==> config.mk <==
export PLATFORM = sky130hd
export DESIGN_NAME = uart_rx
export DESIGN_NICKNAME = d
export VERILOG_FILES = /design/src/rtl/uart_pkg.sv /design/src/rtl/rx_sync.sv /design/src/rtl/uart_rx.sv
export SDC_FILE = /design/constraint.sdc
export NUM_CORES = 1
export LEC_CHECK = 0
export CORE_ASPECT_RATIO = 0.8
export CORE_MARGIN = 4
export CORE_UTILIZATION = 37
export DETAILED_ROUTE_END_ITERATION = 10
export PLACE_DENSITY = 0.58
export RECOVER_POWER = 50
export SLEW_MARGIN = 20
export SYNTH_ARGS = -nofsm -noshare
export SYNTH_HDL_FRONTEND = slang
export SYNTH_HIERARCHICAL = 1
export SYNTH_SLANG_ARGS = --single-unit
export TNS_END_PERCENT = 30
==> constraint.sdc <==
create_clock -name clk -period 5.9 [get_ports clk]
set_clock_uncertainty 0.15 [all_clocks]
set_input_delay 0.885 -clock clk [delete_from_list [all_inputs] [get_ports clk]]
set_output_delay 0.885 -clock clk [all_outputs]
set_load 0.005 [all_outputs]
==> src/rtl/uart_pkg.sv <==
// Shared constants and FSM encoding for the UART receive path.
package uart_pkg;

  localparam int   CLKS_PER_BIT_DEF = 434;
  localparam int   UART_DATA_W      = 8;
  localparam logic LINE_IDLE        = 1'b1;

  typedef enum logic [2:0] {
    IDLE   = 3'd0,
    START  = 3'd1,
    DATA   = 3'd2,
    PARITY = 3'd3,
    STOP   = 3'd4
  } state_e;

endpackage

==> src/rtl/rx_sync.sv <==
// Two-flop synchronizer for an asynchronous serial input, plus a delayed
// copy of the synced level so a falling edge can be detected.
module rx_sync
  import uart_pkg::*;
(
  input  logic clk,
  input  logic reset,
  input  logic rx,
  output logic rx_s,
  output logic rx_fall
);

  logic meta;
  logic rx_d;

  always_ff @(posedge clk or negedge reset) begin
    if (!reset) begin
      meta <= LINE_IDLE;
      rx_s <= LINE_IDLE;
      rx_d <= LINE_IDLE;
    end else begin
      meta <= rx;
      rx_s <= meta;
      rx_d <= rx_s;
    end
  end

  assign rx_fall = rx_d & ~rx_s;

endmodule

==> src/rtl/uart_rx.sv <==
// Oversampling 8N1 receiver with a one-byte holding register and
// framing/overrun pulses; define UART_RX_PARITY_EN for 8E1 with parity_err.
module uart_rx
  import uart_pkg::*;
#(
  parameter int CLKS_PER_BIT = CLKS_PER_BIT_DEF
) (
  input  logic                   clk,
  input  logic                   reset,
  input  logic                   rs232_rx,
  output logic [UART_DATA_W-1:0] rx_data,
  output logic                   rx_valid,
  input  logic                   rx_ready,
  output logic                   frame_err,
  output logic                   overrun,
  output logic                   busy
`ifdef UART_RX_PARITY_EN
  ,
  output logic                   parity_err
`endif
);

  localparam int CW = $clog2(CLKS_PER_BIT);
  localparam int IW = $clog2(UART_DATA_W);
  localparam logic [CW-1:0] HALF_LAST = CW'(CLKS_PER_BIT / 2 - 1);
  localparam logic [CW-1:0] BIT_LAST  = CW'(CLKS_PER_BIT - 1);
  localparam logic [IW-1:0] IDX_LAST  = IW'(UART_DATA_W - 1);

  localparam logic [2:0] ST_IDLE   = IDLE;
  localparam logic [2:0] ST_START  = START;
  localparam logic [2:0] ST_DATA   = DATA;
  localparam logic [2:0] ST_STOP   = STOP;
`ifdef UART_RX_PARITY_EN
  localparam logic [2:0] ST_PARITY = PARITY;
`endif

  logic [2:0]             state;
  logic [CW-1:0]          cnt;
  logic [IW-1:0]          bit_idx;
  logic [UART_DATA_W-1:0] shift;
  logic                   rx_s;
  logic                   rx_fall;
  logic                   bit_done;
  logic                   byte_good;

  rx_sync u_sync (
    .clk     (clk),
    .reset   (reset),
    .rx      (rs232_rx),
    .rx_s    (rx_s),
    .rx_fall (rx_fall)
  );

  assign bit_done = (cnt == BIT_LAST);
  assign busy     = (state != ST_IDLE);

`ifdef UART_RX_PARITY_EN
  logic par_bit;
  logic par_good;
  assign par_good  = ~^{shift, par_bit};
  assign byte_good = rx_s & par_good;
`else
  assign byte_good = rx_s;
`endif

  // The stop sample returns to IDLE on the same edge, re-arming mid-stop-bit
  // so a following start edge is caught without losing a character.
  always_ff @(posedge clk or negedge reset) begin
    if (!reset) begin
      state     <= ST_IDLE;
      cnt       <= '0;
      bit_idx   <= '0;
      shift     <= '0;
      rx_data   <= '0;
      rx_valid  <= 1'b0;
      frame_err <= 1'b0;
      overrun   <= 1'b0;
`ifdef UART_RX_PARITY_EN
      par_bit    <= 1'b0;
      parity_err <= 1'b0;
`endif
    end else begin
      frame_err <= 1'b0;
      overrun   <= 1'b0;
`ifdef UART_RX_PARITY_EN
      parity_err <= 1'b0;
`endif
      if (rx_valid && rx_ready) begin
        rx_valid <= 1'b0;
      end

      case (state)
        ST_IDLE: begin
          if (rx_fall) begin
            state   <= ST_START;
            cnt     <= '0;
            bit_idx <= '0;
          end
        end

        // A start bit that is high again at mid-bit was only a glitch.
        ST_START: begin
          if (cnt == HALF_LAST) begin
            cnt   <= '0;
            state <= rx_s ? ST_IDLE : ST_DATA;
          end else begin
            cnt <= cnt + 1'b1;
          end
        end

        ST_DATA: begin
          if (bit_done) begin
            cnt     <= '0;
            shift   <= {rx_s, shift[UART_DATA_W-1:1]};
            bit_idx <= bit_idx + 1'b1;
            if (bit_idx == IDX_LAST) begin
`ifdef UART_RX_PARITY_EN
              state <= ST_PARITY;
`else
              state <= ST_STOP;
`endif
            end
          end else begin
            cnt <= cnt + 1'b1;
          end
        end

`ifdef UART_RX_PARITY_EN
        ST_PARITY: begin
          if (bit_done) begin
            cnt     <= '0;
            par_bit <= rx_s;
            state   <= ST_STOP;
          end else begin
            cnt <= cnt + 1'b1;
          end
        end
`endif

        ST_STOP: begin
          if (bit_done) begin
            cnt       <= '0;
            state     <= ST_IDLE;
            frame_err <= ~rx_s;
`ifdef UART_RX_PARITY_EN
            parity_err <= ~par_good;
`endif
            if (byte_good) begin
              if (!rx_valid || rx_ready) begin
                rx_data  <= shift;
                rx_valid <= 1'b1;
              end else begin
                overrun <= 1'b1;
              end
            end
          end else begin
            cnt <= cnt + 1'b1;
          end
        end

        default: state <= ST_IDLE;
      endcase
    end
  end

endmodule

Yosys cells after proc, flatten, opt, wreduce, memory -nomap -nowiden
Cells that the tools add are included.
{"block": "op_classes", "add_sub_neg": 2, "n_reduce_logical": 13, "mux": 25, "n_bitwise": 2, "eq_ne": 11}
{"operator": "2-to-1 mux 9 bit", "n": 3}
{"operator": "case mux 9 bit (3 select lines)", "n": 1}
{"operator": "2-to-1 mux 3 bit", "n": 7}
{"operator": "case mux 3 bit (4 select lines)", "n": 1}
{"operator": "2-to-1 mux 1 bit", "n": 11}
{"operator": "inequality test 2 bit (second input constant)", "n": 5}
{"operator": "adder 9 x 1 -> 9 bit (second input constant)", "n": 1}
{"operator": "== test 9 x 8 -> 1 bit (second input constant)", "n": 1}
{"operator": "== test 9 bit (second input constant)", "n": 1}
{"operator": "== test 3 bit (second input constant)", "n": 2}
{"operator": "case mux 3 bit (2 select lines)", "n": 1}
{"operator": "nonzero test 3 bit", "n": 2}
{"operator": "AND reduction 5 bit", "n": 1}
{"operator": "AND reduction 2 bit", "n": 2}
{"operator": "AND reduction 4 bit", "n": 1}
{"operator": "adder 3 x 1 -> 3 bit (second input constant)", "n": 1}
{"operator": "== test 3 x 1 -> 1 bit (second input constant)", "n": 1}
{"operator": "== test 3 x 2 -> 1 bit (second input constant)", "n": 1}
{"operator": "logical NOT 3 bit", "n": 1}
{"operator": "AND reduction 3 bit", "n": 1}
{"operator": "2-to-1 mux 2 bit", "n": 1}
{"operator": "nonzero test 2 bit", "n": 1}
{"operator": "OR reduction 2 bit", "n": 1}
{"operator": "bitwise AND 1 bit", "n": 1}
{"operator": "other kinds (4)", "n": 4}
{"block": "totals", "output_inout_bits": 12, "regBits": 37, "wordCells": 64}

Logic depth before layout (Yosys ltp)
{"block": "logic_depth", "word_depth": 6, "mapped_depth": 7, "mapped_depth_nobuf": 6}

Cells and area by module
The synthesis kept the hierarchy.
{"mod": "uart_rx", "instances": 1, "area_per_inst_um2": 1747.9, "cells_each": 147}
{"mod": "rx_sync", "instances": 1, "area_per_inst_um2": 92.6, "cells_each": 4}

Worst setup path after synthesis
No wires, ideal clock.
{"block": "synth_timing", "kind": "reg-to-output", "start": "reg state[2]", "end": "out busy", "setup_slack_ps": 3965, "stages_incl_launch_ff": 3, "required_ps": 4865, "arrival_time_ps": 900, "path_cell_list": "dfrtp_1 buf_2 or3_1"}
{"block": "synth_via", "elab_chain_cells": 1}
{"element": "start, declared", "line_no": "uart_rx.sv:37", "text": "logic [2:0] state;"}
{"element": "start signal, assigned", "line_no": "uart_rx.sv:105", "text": "state <= rx_s ? ST_IDLE : ST_DATA;"}
{"element": "nonzero test 3 bit", "line_no": "uart_rx.sv:55", "text": "assign busy = (state != ST_IDLE);"}
{"element": "end, declared", "line_no": "uart_rx.sv:16", "text": "output logic busy"}
No other way between the ends.

==> reports/metrics.cfg <==
[place]
hpwl_mm = 2.46
dp_slack_ns = 3.48
io_buffers = 15
dpl_cell_area_mm2 = 0.00204
gp_congestion = 0.761

[timing]
setup_viol = 0
relSlewSlack_pct = -31.4
finalSetupTns_ns = 0
fin_ws_ns = 2.93
hold_viol = 0
slew_violations = 38
post-route-min-period_ns = 2.97
timing.final.crit_share_pct = 50.4
rsz0062_at_grt = no
max_freq_mhz = 336
worst_slew_pin_slew_ns = 1.97

[critical_path]
cp.required_ns = 5.75
end_kind = asynchronous set/reset pin
critPathTopFamily = buffers and inverters
crit_buf_inv = 2
critPathKind = in2async
path_max_fanout = 37
arrival_ns = 2.83
critPathSlowestCell = clkbuf_1
startpoint_type = input pin
slowest_delay_ns = 1.41
crit_chain = dlygate4sd3_1, clkbuf_1

[job]
maxCapViolations = 1

[logic_synthesis]
synth_top_family_by_area = simple AND/OR/NAND/NOR gates
muxShareOfSynthArea_pct = 9.79
synth_cells = 151
seq_area_frac_synth_pct = 50.5
synth_xor_area_share_pct = 0.476
synth_seq_cells = 37
synthFlopType = dfrtp_1
yosysTopAreaCell = dfrtp_1
ys_top_cells_by_area = dfrtp_1, mux2_2, o211ai_2
ys_types = 44
synth.avg_cell_area_um2 = 12.2
synth_compound_area_share_pct = 14.2
synth_edf_count = 0
synth-adder-area-share_pct = 3.40
synthesis.area_mm2 = 0.00184
synthArstFlopShare_pct = 100
synth-simple-area-share_pct = 17.9
synth_top_area_share_pct = 46.2
yosys_warnings = 6
syn-num-nets = 160

[die]
dieWidth_um = 86.9
core_area_mm2 = 0.00471
die_y_um = 71.1
rows = 22
fp.dieArea_mm2 = 0.00617
io_pins = 16
initial_utilization_pct = 39.1

[finish]
area_growth_pct = 14.8
postLayoutCoreUtil_pct = 44.9
multi_input_area_um2 = 841
drive_above_1_share_pct = 25.7
fillers = 427
nets = 179
mostFrequentLayoutCells = dfrtp_1, mux2_2, nand2_1
final_area_mm2 = 0.00211
regArea_um2 = 930
diodes = 0
final_common_cell = dfrtp_1

[global_routing]
grt_overflow_total = 0
antenna_found_initial = 0
grt_pass1_vias = 1262
grt_max_degree = 38
grt_pass1_wl_mm = 6.00
track_usage_pct = 12.4

[clock_tree]
clkSlewWorstSetupHoldPaths_ns = 0.07
htree_levels = 2
post_cts_buffers = 0
cts_sinks = 37
clk-insertion-delay-late_ns = 0.28
cts_root_buffer = clkbuf_8
cts_tree = done
cts_buffer_depth = 2
postCtsHoldBufs = 0
cts.repair.resized = 0
cts_buffers = 5

[drt]
antenna_left = 0
drtIter0Drc = 71
vias = 1216
wl_per_cell_um = 14.9
drcViolationCount = 0
first_pass_iters = 4
via_per_inst = 5.26
routed_wl_mm = 3.44

[power_and_ir_drop]
power.total_mw = 0.580
leakage_nw = 0.957
vdd_drop_max_mv = 0.132
power_density_mw_per_mm2 = 275

[hold_path]
hp-class = reg2reg

[status]
status = complete, but fails checks
violations = max-capacitance violations, max-slew violations

path summary, 6_finish.rpt:
check,start,endpoint,slack (ns),cells after the start
max in group clk,state[1]$_DFFE_PN0P_,busy,3.20,2
max,reset,rx_data[5]$_DFFE_PN0P_,2.93,2
max reg2reg,cnt[0]$_DFFE_PN0P_,cnt[5]$_DFFE_PN0P_,3.67,6
min in group asynchronous,reset,cnt[7]$_DFFE_PN0P_,1.54,2
min reg2reg,u_sync/meta$_DFF_PN1_,u_sync/rx_s$_DFF_PN1_,0.21,0
min,u_sync/meta$_DFF_PN1_,u_sync/rx_s$_DFF_PN1_,0.21,0
cell type report:
class,instances,area share [%]
Sequential cell,37,44.0
Multi-Input combinational cell,102,39.8
Timing Repair Buffer,16,7.29
Tap cell,60,3.55
Clock buffer,6,3.44
Inverter,8,1.42
Clock inverter,2,0.474
metal layers:
metal  global-route usage (%)  vias to the layer above  share of wire [%]
met4                     3.63                        0               0.93
met3                     3.84                        4                3.8
met5                        0                        -                  0
met2                     18.5                       17                 46
li1                         -                      579                  -
met1                     17.1                      616                 49
synth_stat cells, drive strengths merged, types with 3 or more instances:
cell    count
nand4       3
o211ai      8
dfstp       3
inv         8
ha          5
nand2      14
nor2        7
nand3       8
o21ai      13
or3         4
dfrtp      34
buf         3
mux2       16
where the power goes:
group,internal (mW),switching [mW]
clock network,0.0818,0.0851
logic,0.0448,0.0545
registers,0.278,0.0363
total,0.404,0.176
logic make-up (layout without fill, tap and decap cells):
family / after synthesis / in the layout
AO/OA/AOI/OAI: 29 / 29
XOR/XNOR: 1 / 1
buffers and inverters: 12 / 32
adder cells (fa/ha/maj): 5 / 5
flip-flops: 37 / 37
multiplexers: 16 / 16
AND/OR/NAND/NOR: 51 / 51
flip-flops by register name, indices dropped and copies added (netlist names):
register and count:
bit_idx 3, cnt 9, frame_err 1, overrun 1
rx_data 8, rx_valid 1, shift 8, state 3
u_sync/meta 1, u_sync/rx_d 1, u_sync/rx_s 1
metrics by stage:
stage                     instances  hold slack [ns]
final                           231            0.213
after detailed placement        223            0.198
after CTS                       231            0.209
after floorplan                 151            0.195
after global routing            231            0.215
after global placement          223            0.196
Power figures use the tool's default switching activity.
==> edit: new RTL, same flow settings <==
Make the reset (`reset`) synchronous in 2 clocked blocks. Comments in the files are not updated.
--- a/src/rtl/rx_sync.sv
+++ b/src/rtl/rx_sync.sv
@@ -13,7 +13,7 @@
   logic meta;
   logic rx_d;
 
-  always_ff @(posedge clk or negedge reset) begin
+  always_ff @(posedge clk) begin
     if (!reset) begin
       meta <= LINE_IDLE;
       rx_s <= LINE_IDLE;
--- a/src/rtl/uart_rx.sv
+++ b/src/rtl/uart_rx.sv
@@ -65,7 +65,7 @@
 
   // The stop sample returns to IDLE on the same edge, re-arming mid-stop-bit
   // so a following start edge is caught without losing a character.
-  always_ff @(posedge clk or negedge reset) begin
+  always_ff @(posedge clk) begin
     if (!reset) begin
       state     <= ST_IDLE;
       cnt       <= '0;
Behaviour: differs if reset is asserted again (counterexample within 4 cycles, from zero or initial values and one cycle with reset low); with reset held inactive, the same outputs for 10 cycles.
==> edit against the unedited design <==
  * Maximum frequency increased by 1.9%
  * Design area shrank 2.3%
  * Via count grew 13%
  * Sequential cell count is the same
  * Wire length up 6.8%
  * Count of clock-buffer cells in the layout is the same
  * Worst setup slack better by 0.056 ns
  * First-iteration DRC count is 82% higher
  * Non-clock buffer count decreased by 1
  * Synthesized area is 3.3% lower
  * Critical path type is now input pin to flop
  * Highest routed layer unchanged
Power is not compared: it rests on default switching activity, and its combinational part moved more than twofold at a synthesized area within 25%.
==> edit: results (changes against the unedited design) <==
[logic_synthesis]
synth_common_cells=dfxtp_1, nor2_1, mux2i_1
synth_flop_cell=dfxtp_1
synthTopCellsByArea=dfxtp_1, mux2i_1, nor2_1
async_flop_share_pct=0  ; -100 points
synth_warnings=6  ; unchanged
ys_seq_area_share_pct=41.60  ; -8.9 points
syn_nets=194  ; +21%
synth_cell_types=48  ; +9.1%

[grt]
grt_pass1_wl_um=6099  ; +1.7%
grt_use_total_pct=12.61  ; +0.25 points
first_global_vias=1288  ; +2.1%
grt_max_degree=32  ; -16%
antenna_found_initial=0  ; unchanged

[final_layout]
final.fill_count=451  ; +5.6%
fin_nets=206  ; +15%
drive_above_1_share_pct=10.61  ; -15 points
seq_area_sq_um=740.7  ; -20%
top_regs=cnt: 9 flops, rx_data: 8 flops, shift: 8 flops
antennaDiodeCount=0  ; unchanged

[sta]
worstMarginPinSlew_ns=0.9763  ; -0.9953 ns
setup_violations=0  ; unchanged
setup_ws_ns=2.984  ; +0.05633 ns

[drt]
routed_wl_um=3675  ; +6.8%
firstDrtPassIters=4  ; unchanged
viasPerCell=5.329  ; +1.2%
drt_iter0_markers=129  ; +82%

[min_path]
hold_class=flop to flop

[clocking]
clockBufferDepth=2  ; unchanged
worstSkewPairLatency_ns=0.28  ; about the same
postCtsSetupBuffers=0  ; unchanged
htreeDepth=2  ; unchanged

[critical_path]
worstPathArrival_ns=2.97  ; +0.14 ns
cp_slowest_cell=dlygate4sd3_1
critPathMaxFanout=31  ; -16%
reg2reg_slack_ns=3.48  ; -0.19 ns
cp_slowest_stage_delay_ns=0.76  ; -0.65 ns

[place]
gp_congestion=0.8471  ; +11%
place_area_sq_um=1943  ; -4.5%
dpl.hpwl_um=2500  ; +1.5%
portBuffers=15  ; unchanged
dp_worst_setup_slack_ns=2.755  ; -0.7273 ns

[status]
status=completed

==> edit: cell types whose count changed in the layout (fill, tap and decap cells not counted), sizes merged, moves of 12 or more <==
cell / delta
mux2: -14
dfxtp: +37
o21ai: -12
mux2i: +18
dfrtp: -34
nor2: +19
==> edit: stage by stage <==
step	utilization, %	hold WS [ns]	cells
after floorplan	-	0.2363	185
after global placement	42.02	0.2459	250
after detailed placement	42.02	0.2535	250
after CTS	44.62	0.2730	258
after global routing	44.62	0.2847	258
final	44.62	0.2646	258
==> edit: layer usage <==
layer / GRT usage (%) / wire, um / vias to the layer above
li1: - / - / 685
met4: 4.042 / 54 / 0
met2: 19.31 / 1653 / 41
met1: 17.05 / 1746 / 645
met3: 3.538 / 221 / 4
met5: 0 / 0 / -
==> edit: cell families (layout without fill, tap and decap cells) <==
kind of cell,after synthesis,count (layout),share of synthesized area [%]
buffers and inverters,15,28,4.568
xor gates and xnor gates,1,1,0.4920
AOI/OAI and AO/OA,29,29,13.07
adders and majority gates,5,5,3.514
muxes,20,20,11.38
DFF,37,37,41.60
and+or+nand+nor,78,78,25.37
==> edit: power by group <==
part           leakage [nW]  internal, mW  switching [mW]  total, mW
sequential            0.299         0.251         0.00258      0.254
combinational         0.543       0.00663          0.0119     0.0186
clock                0.0574         0.137          0.0913      0.229
==> edit: final timing paths <==
path                     from           to  cells after the start
hold reg to reg   u_sync/meta  u_sync/rx_s                      1
setup reg to reg       cnt[1]   bit_idx[0]                      6
setup / recovery        reset       cnt[5]                      4
hold / removal    u_sync/meta  u_sync/rx_s                      1
==> edit: cell type report <==
type                       count  share of cell area (%)
clock inverter                 2                   1.819
clock buffer                   6                   4.002
inverter                       5                  0.9096
sequential                    37                   35.90
multi-input combinational    133                   46.45
timing repair buffer          15                   7.277
tap                           60                   3.639
